$ cat src/rtl/two_seq_pkg.sv
// Shared constants for the two-sequence transmitter: pattern values,
// FSM state encoding and counter widths.
package two_seq_pkg;

  localparam logic [3:0] PAT_0110 = 4'b0110;
  localparam logic [3:0] PAT_0111 = 4'b0111;

  localparam int GAP_CNT_W = 3;

  typedef enum logic [1:0] {
    ST_IDLE = 2'd0,
    ST_SEND = 2'd1,
    ST_GAP  = 2'd2,
    ST_FIN  = 2'd3
  } state_e;

  function automatic logic [3:0] pattern_of(input logic sel);
    return sel ? PAT_0111 : PAT_0110;
  endfunction

endpackage

$ cat src/rtl/seq_shift4.sv
// 4-bit parallel-load shift register, MSB out first; zeros shift in so the
// serial output falls to 0 once the pattern has been fully emitted.
module seq_shift4 (
  input  logic       clk,
  input  logic       reset_n,
  input  logic       load,
  input  logic       shift,
  input  logic [3:0] load_val,
  output logic       dout
);

  logic [3:0] sreg_q;
  logic [3:0] sreg_d;

  always_comb begin
    sreg_d = sreg_q;
    if (load) begin
      sreg_d = load_val;
    end else if (shift) begin
      sreg_d = {sreg_q[2:0], 1'b0};
    end
  end

  always_ff @(posedge clk or negedge reset_n) begin
    if (!reset_n) begin
      sreg_q <= 4'b0;
    end else begin
      sreg_q <= sreg_d;
    end
  end

  assign dout = sreg_q[3];

endmodule

$ cat src/rtl/two_seq_gen.sv
// Serial pattern transmitter: sends 0110 or 0111 MSB-first, repeated count
// times with GAP idle cycles between repetitions, then pulses done.
module two_seq_gen
  import two_seq_pkg::*;
#(
  parameter int CNT_W = 4,
  parameter int GAP   = 2
) (
  input  logic             clk,
  input  logic             reset_n,
  input  logic             start_valid,
  output logic             start_ready,
  input  logic             sel,
  input  logic [CNT_W-1:0] count,
  input  logic             abort,
  output logic             dout,
  output logic             dout_valid,
  output logic             busy,
  output logic             done
);

  localparam logic [GAP_CNT_W-1:0] GAP_INIT = GAP_CNT_W'((GAP > 0) ? GAP - 1 : 0);

  state_e                 state_q, state_d;
  logic [1:0]             bit_idx_q, bit_idx_d;
  logic [GAP_CNT_W-1:0]   gap_cnt_q, gap_cnt_d;
  logic [CNT_W-1:0]       rem_q, rem_d;
  logic                   sel_q, sel_d;
  logic                   dout_valid_q, dout_valid_d;
  logic                   done_q, done_d;
  logic                   sh_load, sh_shift;
  logic [3:0]             sh_val;

  always_comb begin
    state_d   = state_q;
    bit_idx_d = bit_idx_q;
    gap_cnt_d = gap_cnt_q;
    rem_d     = rem_q;
    sel_d     = sel_q;
    sh_load   = 1'b0;
    sh_shift  = 1'b0;
    sh_val    = 4'b0;

    case (state_q)
      ST_IDLE: begin
        if (start_valid && !abort) begin
          sel_d     = sel;
          rem_d     = count;
          bit_idx_d = 2'd0;
          if (count != '0) begin
            state_d = ST_SEND;
            sh_load = 1'b1;
            sh_val  = pattern_of(sel);
          end else begin
            state_d = ST_FIN;
          end
        end
      end
      ST_SEND: begin
        sh_shift  = 1'b1;
        bit_idx_d = bit_idx_q + 2'd1;
        if (bit_idx_q == 2'd3) begin
          // rem_q is never 0 here; the guard keeps the counter from wrapping
          rem_d = (rem_q != '0) ? rem_q - CNT_W'(1) : rem_q;
          if (rem_q <= CNT_W'(1)) begin
            state_d = ST_FIN;
          end else if (GAP > 0) begin
            state_d   = ST_GAP;
            gap_cnt_d = GAP_INIT;
          end else begin
            sh_load = 1'b1;
            sh_val  = pattern_of(sel_q);
          end
        end
      end
      ST_GAP: begin
        if (gap_cnt_q == '0) begin
          state_d   = ST_SEND;
          bit_idx_d = 2'd0;
          sh_load   = 1'b1;
          sh_val    = pattern_of(sel_q);
        end else begin
          gap_cnt_d = gap_cnt_q - GAP_CNT_W'(1);
        end
      end
      ST_FIN: begin
        state_d = ST_IDLE;
      end
      default: begin
        state_d = ST_IDLE;
      end
    endcase

    // Abort overrides everything, including the final bit, and flushes the shifter
    if (abort && state_q != ST_IDLE) begin
      state_d = ST_IDLE;
      sh_load = 1'b1;
      sh_val  = 4'b0;
    end
  end

  assign dout_valid_d = (state_d == ST_SEND);
  assign done_d       = (state_d == ST_FIN);

  always_ff @(posedge clk or negedge reset_n) begin
    if (!reset_n) begin
      state_q      <= ST_IDLE;
      bit_idx_q    <= 2'd0;
      gap_cnt_q    <= '0;
      rem_q        <= '0;
      sel_q        <= 1'b0;
      dout_valid_q <= 1'b0;
      done_q       <= 1'b0;
    end else begin
      state_q      <= state_d;
      bit_idx_q    <= bit_idx_d;
      gap_cnt_q    <= gap_cnt_d;
      rem_q        <= rem_d;
      sel_q        <= sel_d;
      dout_valid_q <= dout_valid_d;
      done_q       <= done_d;
    end
  end

  seq_shift4 u_shift (
    .clk      (clk),
    .reset_n  (reset_n),
    .load     (sh_load),
    .shift    (sh_shift),
    .load_val (sh_val),
    .dout     (dout)
  );

  assign dout_valid  = dout_valid_q;
  assign done        = done_q;
  assign start_ready = (state_q == ST_IDLE);
  assign busy        = (state_q != ST_IDLE);

endmodule

$ cat config.mk
export PLATFORM = sky130hd
export DESIGN_NAME = two_seq_gen
export DESIGN_NICKNAME = d
export VERILOG_FILES = /design/src/rtl/two_seq_pkg.sv /design/src/rtl/seq_shift4.sv /design/src/rtl/two_seq_gen.sv
export SDC_FILE = /design/constraint.sdc
export NUM_CORES = 1
export LEC_CHECK = 0
export ABC_AREA = 0
export ABC_CLOCK_PERIOD_IN_PS = 4740
export CORE_MARGIN = 4
export CORE_UTILIZATION = 50
export DETAILED_ROUTE_END_ITERATION = 8
export PLACE_DENSITY = 0.8
export SETUP_SLACK_MARGIN = 0.4
export SLEW_MARGIN = 25
export SYNTH_ARGS = -nofsm -noshare
export SYNTH_HDL_FRONTEND = slang
export SYNTH_SLANG_ARGS = --single-unit
$ cat constraint.sdc
create_clock -name clk -period 4.74 [get_ports clk]
set_input_delay 0.474 -clock clk [delete_from_list [all_inputs] [get_ports clk]]
set_output_delay 0.474 -clock clk [all_outputs]
set_load 0.03 [all_outputs]
==> results of run 1 <==
-- layer usage --
metal	share of wire (%)	up-vias	track usage, %
met3	3.9	4	2.452
met2	50	14	30.71
li1	-	423	-
met5	0	-	0
met4	2.5	0	9.959
met1	44	413	21.36
-- layout make-up --
| cell class | count | area (um2) |
|---|---|---|
| Inverter | 9 | 33.78 |
| Clock buffer | 4 | 36.28 |
| Tap cell | 27 | 33.78 |
| Fill cell | 163 | 767.0 |
| Timing Repair Buffer | 13 | 130.1 |
| Sequential cell | 18 | 450.4 |
| Multi-Input combinational cell | 80 | 570.5 |
-- worst paths after layout --
path | slack [ps] | start | cells after the start | endpoint
worst max-delay path | 2240 | state_q[0] | 3 | start_ready
worst min-delay path | 510 | gap_cnt_q[0] | 1 | gap_cnt_q[0]
worst max register to register | 2800 | state_q[1] | 4 | u_shift.sreg_q[2]
worst min register to register | 510 | gap_cnt_q[0] | 1 | gap_cnt_q[0]
max in group asynchronous | 3600 | reset_n | 1 | u_shift.sreg_q[0]
min in group asynchronous | 640 | reset_n | 1 | u_shift.sreg_q[1]
-- stage by stage --
| step | area, um2 | utilization, % | std cells | power, W | setup slack (ps) |
|---|---|---|---|---|---|
| global route | 1255 | 62.07 | 151 | 0.0006845 | 2124 |
| global placement | 1219 | 60.27 | 147 | 0.0005231 | 2524 |
| finish | 1255 | 62.07 | 151 | 0.0006319 | 2239 |
| floorplan | 1090 | - | 112 | 0.0004645 | 2991 |
| detailed placement | 1219 | 60.27 | 147 | 0.0005402 | 2475 |
| CTS | 1255 | 62.07 | 151 | 0.0006368 | 2222 |
-- power by group through the flow --
stage	registers (W)	clock network [W]	logic (W)
after global placement	0.000265	0	0.000258
after detailed placement	0.000268	0	0.000272
after floorplan	0.000256	0	0.000209
final	0.000266	0.0000960	0.000270
after global routing	0.000275	0.000103	0.000306
after CTS	0.000265	0.0000976	0.000274
-- cell families after synthesis --
logic type      after synthesis  synth area share (%)
simple gates                 38                 20.78
compound gates               34                 22.62
flops                        18                 41.33
buf+inv                      14                 6.313
fa+ha+maj                     6                 6.888
mux                           2                 2.066
-- synth_stat cells (all sizes together) (3+ instances only) --
cell type | instances | area [um2]
inv | 9 | 33.78
nor2b | 3 | 18.77
a22oi | 3 | 22.52
nand3 | 3 | 15.01
nor2 | 7 | 26.28
nand2b | 4 | 25.02
clkbuf | 3 | 22.51
a21oi | 7 | 35.03
ha | 6 | 75.07
nand2 | 9 | 33.78
dfrtp | 18 | 450.4
o21ai | 6 | 30.03
o21a | 4 | 30.03
-- registers in the layout (all words and copies together), names as in the netlist --
register	cells
state_q	2
sel_q	1
bit_idx_q	2
done	1
dout_valid	1
rem_q	4
gap_cnt_q	3
u_shift.sreg_q	4
==> run summary, run 1 <==
Inserted Clock Buffers - 3
CP max FO - 18
P&R area growth vs syn - 15.15%
Cell Chain, Critical Path - or2_2 -> inv_1 -> clkdlybuf4s50_1
Internal - 0.0003843 W
Vias in the first global route - 865
Comb pwr share - 42.8%
Vias - 854
Worst Hold Class - flop to flop
# setup viols final - 0
Biggest cell delay along the critical path - 660 ps
# clock sinks - 18
Sequential share of power - 42.0%
Slowest cell on the critical path - clkdlybuf4s50_1
Sw Ratio - 39.19%
#FFs+latches synth - 18
Clock skew - 5.810 ps
Worst-path clk slew - 100 ps
# DRC - 0
Die X - 54.69 um
Die Y-Extent - 54.69 um
Post-Syn Instances - 112
CP required - 4270 ps
Mapped Area - 1090 um2
Initial Utilization - 53.90%
CTS max path bufs - 2
Mean Syn Cell Area - 9.730 um2
CP Data Arrival Time - 2030 ps
VDD IR-drop max - 0.2901 mV
Pin count of the biggest net entering global routing - 19
Post-synthesis sequential area ratio - 41.33%
Status - completed
DR iter-0 viols - 20
Dominant synthesized flop cell - dfrtp_1
Crit. End Element - output pin
Worst path bufs/invs - 2
Clk Latency, worst-skew pair - 300 ps
Distinct cells, synth - 41
First-pass GRT wire length - 3767 um
Initial antenna violation count - 0
Die area - 2990 um2
Std cell rows - 16
Io pins - 14
Commonest non-fill, non-tap cell in the layout - dfrtp_1
Port Buf Inserts - 13
Startpoint types - flop
Sw Pwr - 0.0002477 W
Fin. max-slew vios - 0
Commonest non-fill, non-tap cells in the layout - dfrtp_1 (18), clkdlybuf4s50_1 (13), inv_1 (9), nand2_1 (9)
Crit path kind - flop to output pin
Rel. slew slack - 45.40%
Wirelength per Cell - 14.32 um
Period minus WS final - 2501 ps
Max-cap viol count - 0
Measured slew at the worst slew-check pin - 816.4 ps
Fmax achieved - 0.3998 GHz
Syn nets - 127
Core ar. - 2022 um2
PwrDens - 503.5 nW/um2
FFs w/ async S/R, synth - 100.0%
GP Congestion - 0.7894
Crit share post-route - 52.76%
CTS tree - yes
Post_cts resized - 0
Nets - 140
Final Hold Viols - 0
Clock root cell - clkbuf_4
Final antenna diode count - 0
Pre-Repair DR Iteration Count - 4
Setup_tns - 0 ps
Power share of the clock group - 15.2%
Hpwl dp - 1608 um
Post-CTS Hold Buffers - 0
RSZ-0062 raised after global routing - no
Synth Warn # - 0
Post-CTS Setup Inserts - 0
Routed wire length - 2162 um
Total gr overflow - 0
Leak - 0.5408 nW
Routed Antenna Nets - 0
CP top delay family - buffers and inverters
Post-synth EDFFs - 0
Fraction of layout cells with a size suffix above 1 - 8.871%
Vias/cell - 5.656
Final hold slack - 511.8 ps
Htree depth - 1
Total global-route track usage - 17.96%
Note: power is estimated with default switching activity, not from simulation.
==> inputs of run 2 (changes only) <==
--- a/config.mk
+++ b/config.mk
@@ -6,7 +6,7 @@
 export NUM_CORES = 1
 export LEC_CHECK = 0
 export ABC_AREA = 0
-export ABC_CLOCK_PERIOD_IN_PS = 4740
+export ABC_CLOCK_PERIOD_IN_PS = 2550
 export CORE_MARGIN = 4
 export CORE_UTILIZATION = 50
 export DETAILED_ROUTE_END_ITERATION = 8
==> constraint.sdc (replaced) <==
create_clock -name clk -period 2.55 [get_ports clk]
set_input_delay 0.255 -clock clk [delete_from_list [all_inputs] [get_ports clk]]
set_output_delay 0.255 -clock clk [all_outputs]
set_load 0.03 [all_outputs]
==> run 2 against run 1 <==
Net effect: critical endpoint is now busy; hold slack worse by 100 ps; final cell count up 0.66%; routed wire length up 3.4%; sequential cell count unchanged; clock power up 88%.
==> run summary, run 2 (synthesized netlist as in run 1, its figures left out) <==
Status - completed
Comb pwr share - 43.2%
Die area - 2990 um2
GP Congestion - 0.7889
Inserted Clock Buffers - 3
Final instance area - 1262 um2
Crit. End Element - output pin
CTS tree - yes
Hpwl dp - 1667 um
Period minus WS final - 2050 ps
Crit path kind - flop to output pin
Total global-route track usage - 17.95%
Final Hold Viols - 0
Placed cell area - 1226 um2
Measured slew at the worst slew-check pin - 814.7 ps
Fin. max-slew vios - 0
Leak - 0.5445 nW
Pin count of the biggest net entering global routing - 19
FILL cells - 169
Fraction of layout cells with a size suffix above 1 - 10.40%
Die X - 54.69 um
Largest regs - rem_q (4), u_shift.sreg_q (4), gap_cnt_q (3)
Clock skew - 11.43 ps
Crit share post-route - 80.41%
First-pass GRT wire length - 3850 um
Worst-path clk slew - 110 ps
Initial antenna violation count - 0
# clock sinks - 18
Initial Utilization - 53.90%
Htree depth - 1
Final antenna diode count - 0
Commonest non-fill, non-tap cell in the layout - dfrtp_1
P&R area growth vs syn - 15.84%
Vias in the first global route - 927
Routed Antenna Nets - 0
Vias - 888
DR iter-0 viols - 18
Die Y-Extent - 54.69 um
Power share of the clock group - 15.3%
Clk Latency, worst-skew pair - 310 ps
Clock root cell - clkbuf_4
Commonest non-fill, non-tap cells in the layout - dfrtp_1 (17), clkdlybuf4s50_1 (12), inv_1 (9), nand2_1 (9)
Sw Ratio - 39.17%
CP max FO - 17
Post-CTS Setup Inserts - 0
CP Data Arrival Time - 1800 ps
Sw Pwr - 0.0004608 W
Pre-Repair DR Iteration Count - 4
# setup viols final - 0
CP required - 2300 ps
Fmax achieved - 0.4877 GHz
VDD IR-drop max - 0.6096 mV
Internal - 0.0007154 W
Total gr overflow - 0
RSZ-0062 raised after global routing - no
Nets - 141
CTS max path bufs - 2
Port Buf Inserts - 13
Max-cap viol count - 0
Rel. slew slack - 45.52%
Sequential share of power - 41.6%
R2R depth - 6
Multi-input gate area - 570.5 um2
Vias/cell - 5.842
# DRC - 0
Setup_tns - 0 ps
Startpoint types - flop
Routed wire length - 2236 um
Core ar. - 2022 um2
PwrDens - 931.7 nW/um2
Io pins - 14
Register area - 451.7 um2
Wirelength per Cell - 14.71 um
Std cell rows - 16
Worst Hold Class - input pin to asynchronous set/reset pin
==> run 2: cell types whose count changed in the layout (fill, tap and decap cells not counted) <==
cell             change
buf_4                +1
dfrtp_2              +1
dfrtp_1              -1
dlygate4sd2_1        +1
clkdlybuf4s50_1      -1
==> run 2: what timing repair did <==
item	in CTS	in global routing
hold buffers	0	0
endpoints found under the setup margin	1	0
gates resized for setup	2	0
==> run 2: through the flow <==
stage          hold WS [ps]  utilization, %  setup slack, ps  instances  total power (W)
3_5_place_dp          491.6           60.64            501.3        148         0.001007
3_3_place_gp          473.6           60.64            542.9        148        0.0009767
2_1_floorplan        -40.59               -            804.0        112        0.0008634
4_1_cts               448.9           62.44            501.1        152         0.001184
5_1_grt               497.8           62.44            439.2        152         0.001274
6_report              408.9           62.44            499.6        152         0.001176
==> run 2: final timing paths <==
| path | startpoint | end | slack (ps) |
|---|---|---|---|
| worst min register to register | gap_cnt_q[1] | gap_cnt_q[1] | 510 |
| max in group asynchronous | reset_n | state_q[1] | 1590 |
| worst max register to register | rem_q[0] | rem_q[3] | 620 |
| worst min-delay path | reset_n | u_shift.sreg_q[0] | 410 |
| worst max-delay path | state_q[1] | busy | 500 |
| min in group clk | gap_cnt_q[1] | gap_cnt_q[1] | 510 |
==> run 2: power groups by stage <==
stage | Clock [W] | Combinational [W] | Sequential, W
3_5_place_dp | 0 | 0.000514 | 0.000492
3_3_place_gp | 0 | 0.000492 | 0.000484
2_1_floorplan | 0 | 0.000388 | 0.000475
6_report | 0.000180 | 0.000508 | 0.000489
4_1_cts | 0.000183 | 0.000514 | 0.000488
5_1_grt | 0.000195 | 0.000576 | 0.000503
==> run 2: metal layers <==
layer | part of all wire (%) | global-route usage [%] | up-vias
li1 | - | - | 427
met4 | 1.9 | 7.884 | 0
met5 | 0 | 0 | -
met2 | 50 | 32.28 | 25
met3 | 6.4 | 2.452 | 5
met1 | 41 | 20.81 | 431
==> run 2: worst max-delay path: stages, from the launching register on <==
cell,delay [ps]
dfrtp_2,540
or2_2,350
clkdlybuf4s50_1,600
==> run 2: cell type report <==
class / count / area share (%)
inverter: 9 / 2.676
tap: 27 / 2.676
timing repair buffer: 14 / 10.80
clock buffer: 4 / 2.874
sequential: 18 / 35.78
multi-input combinational: 80 / 45.19
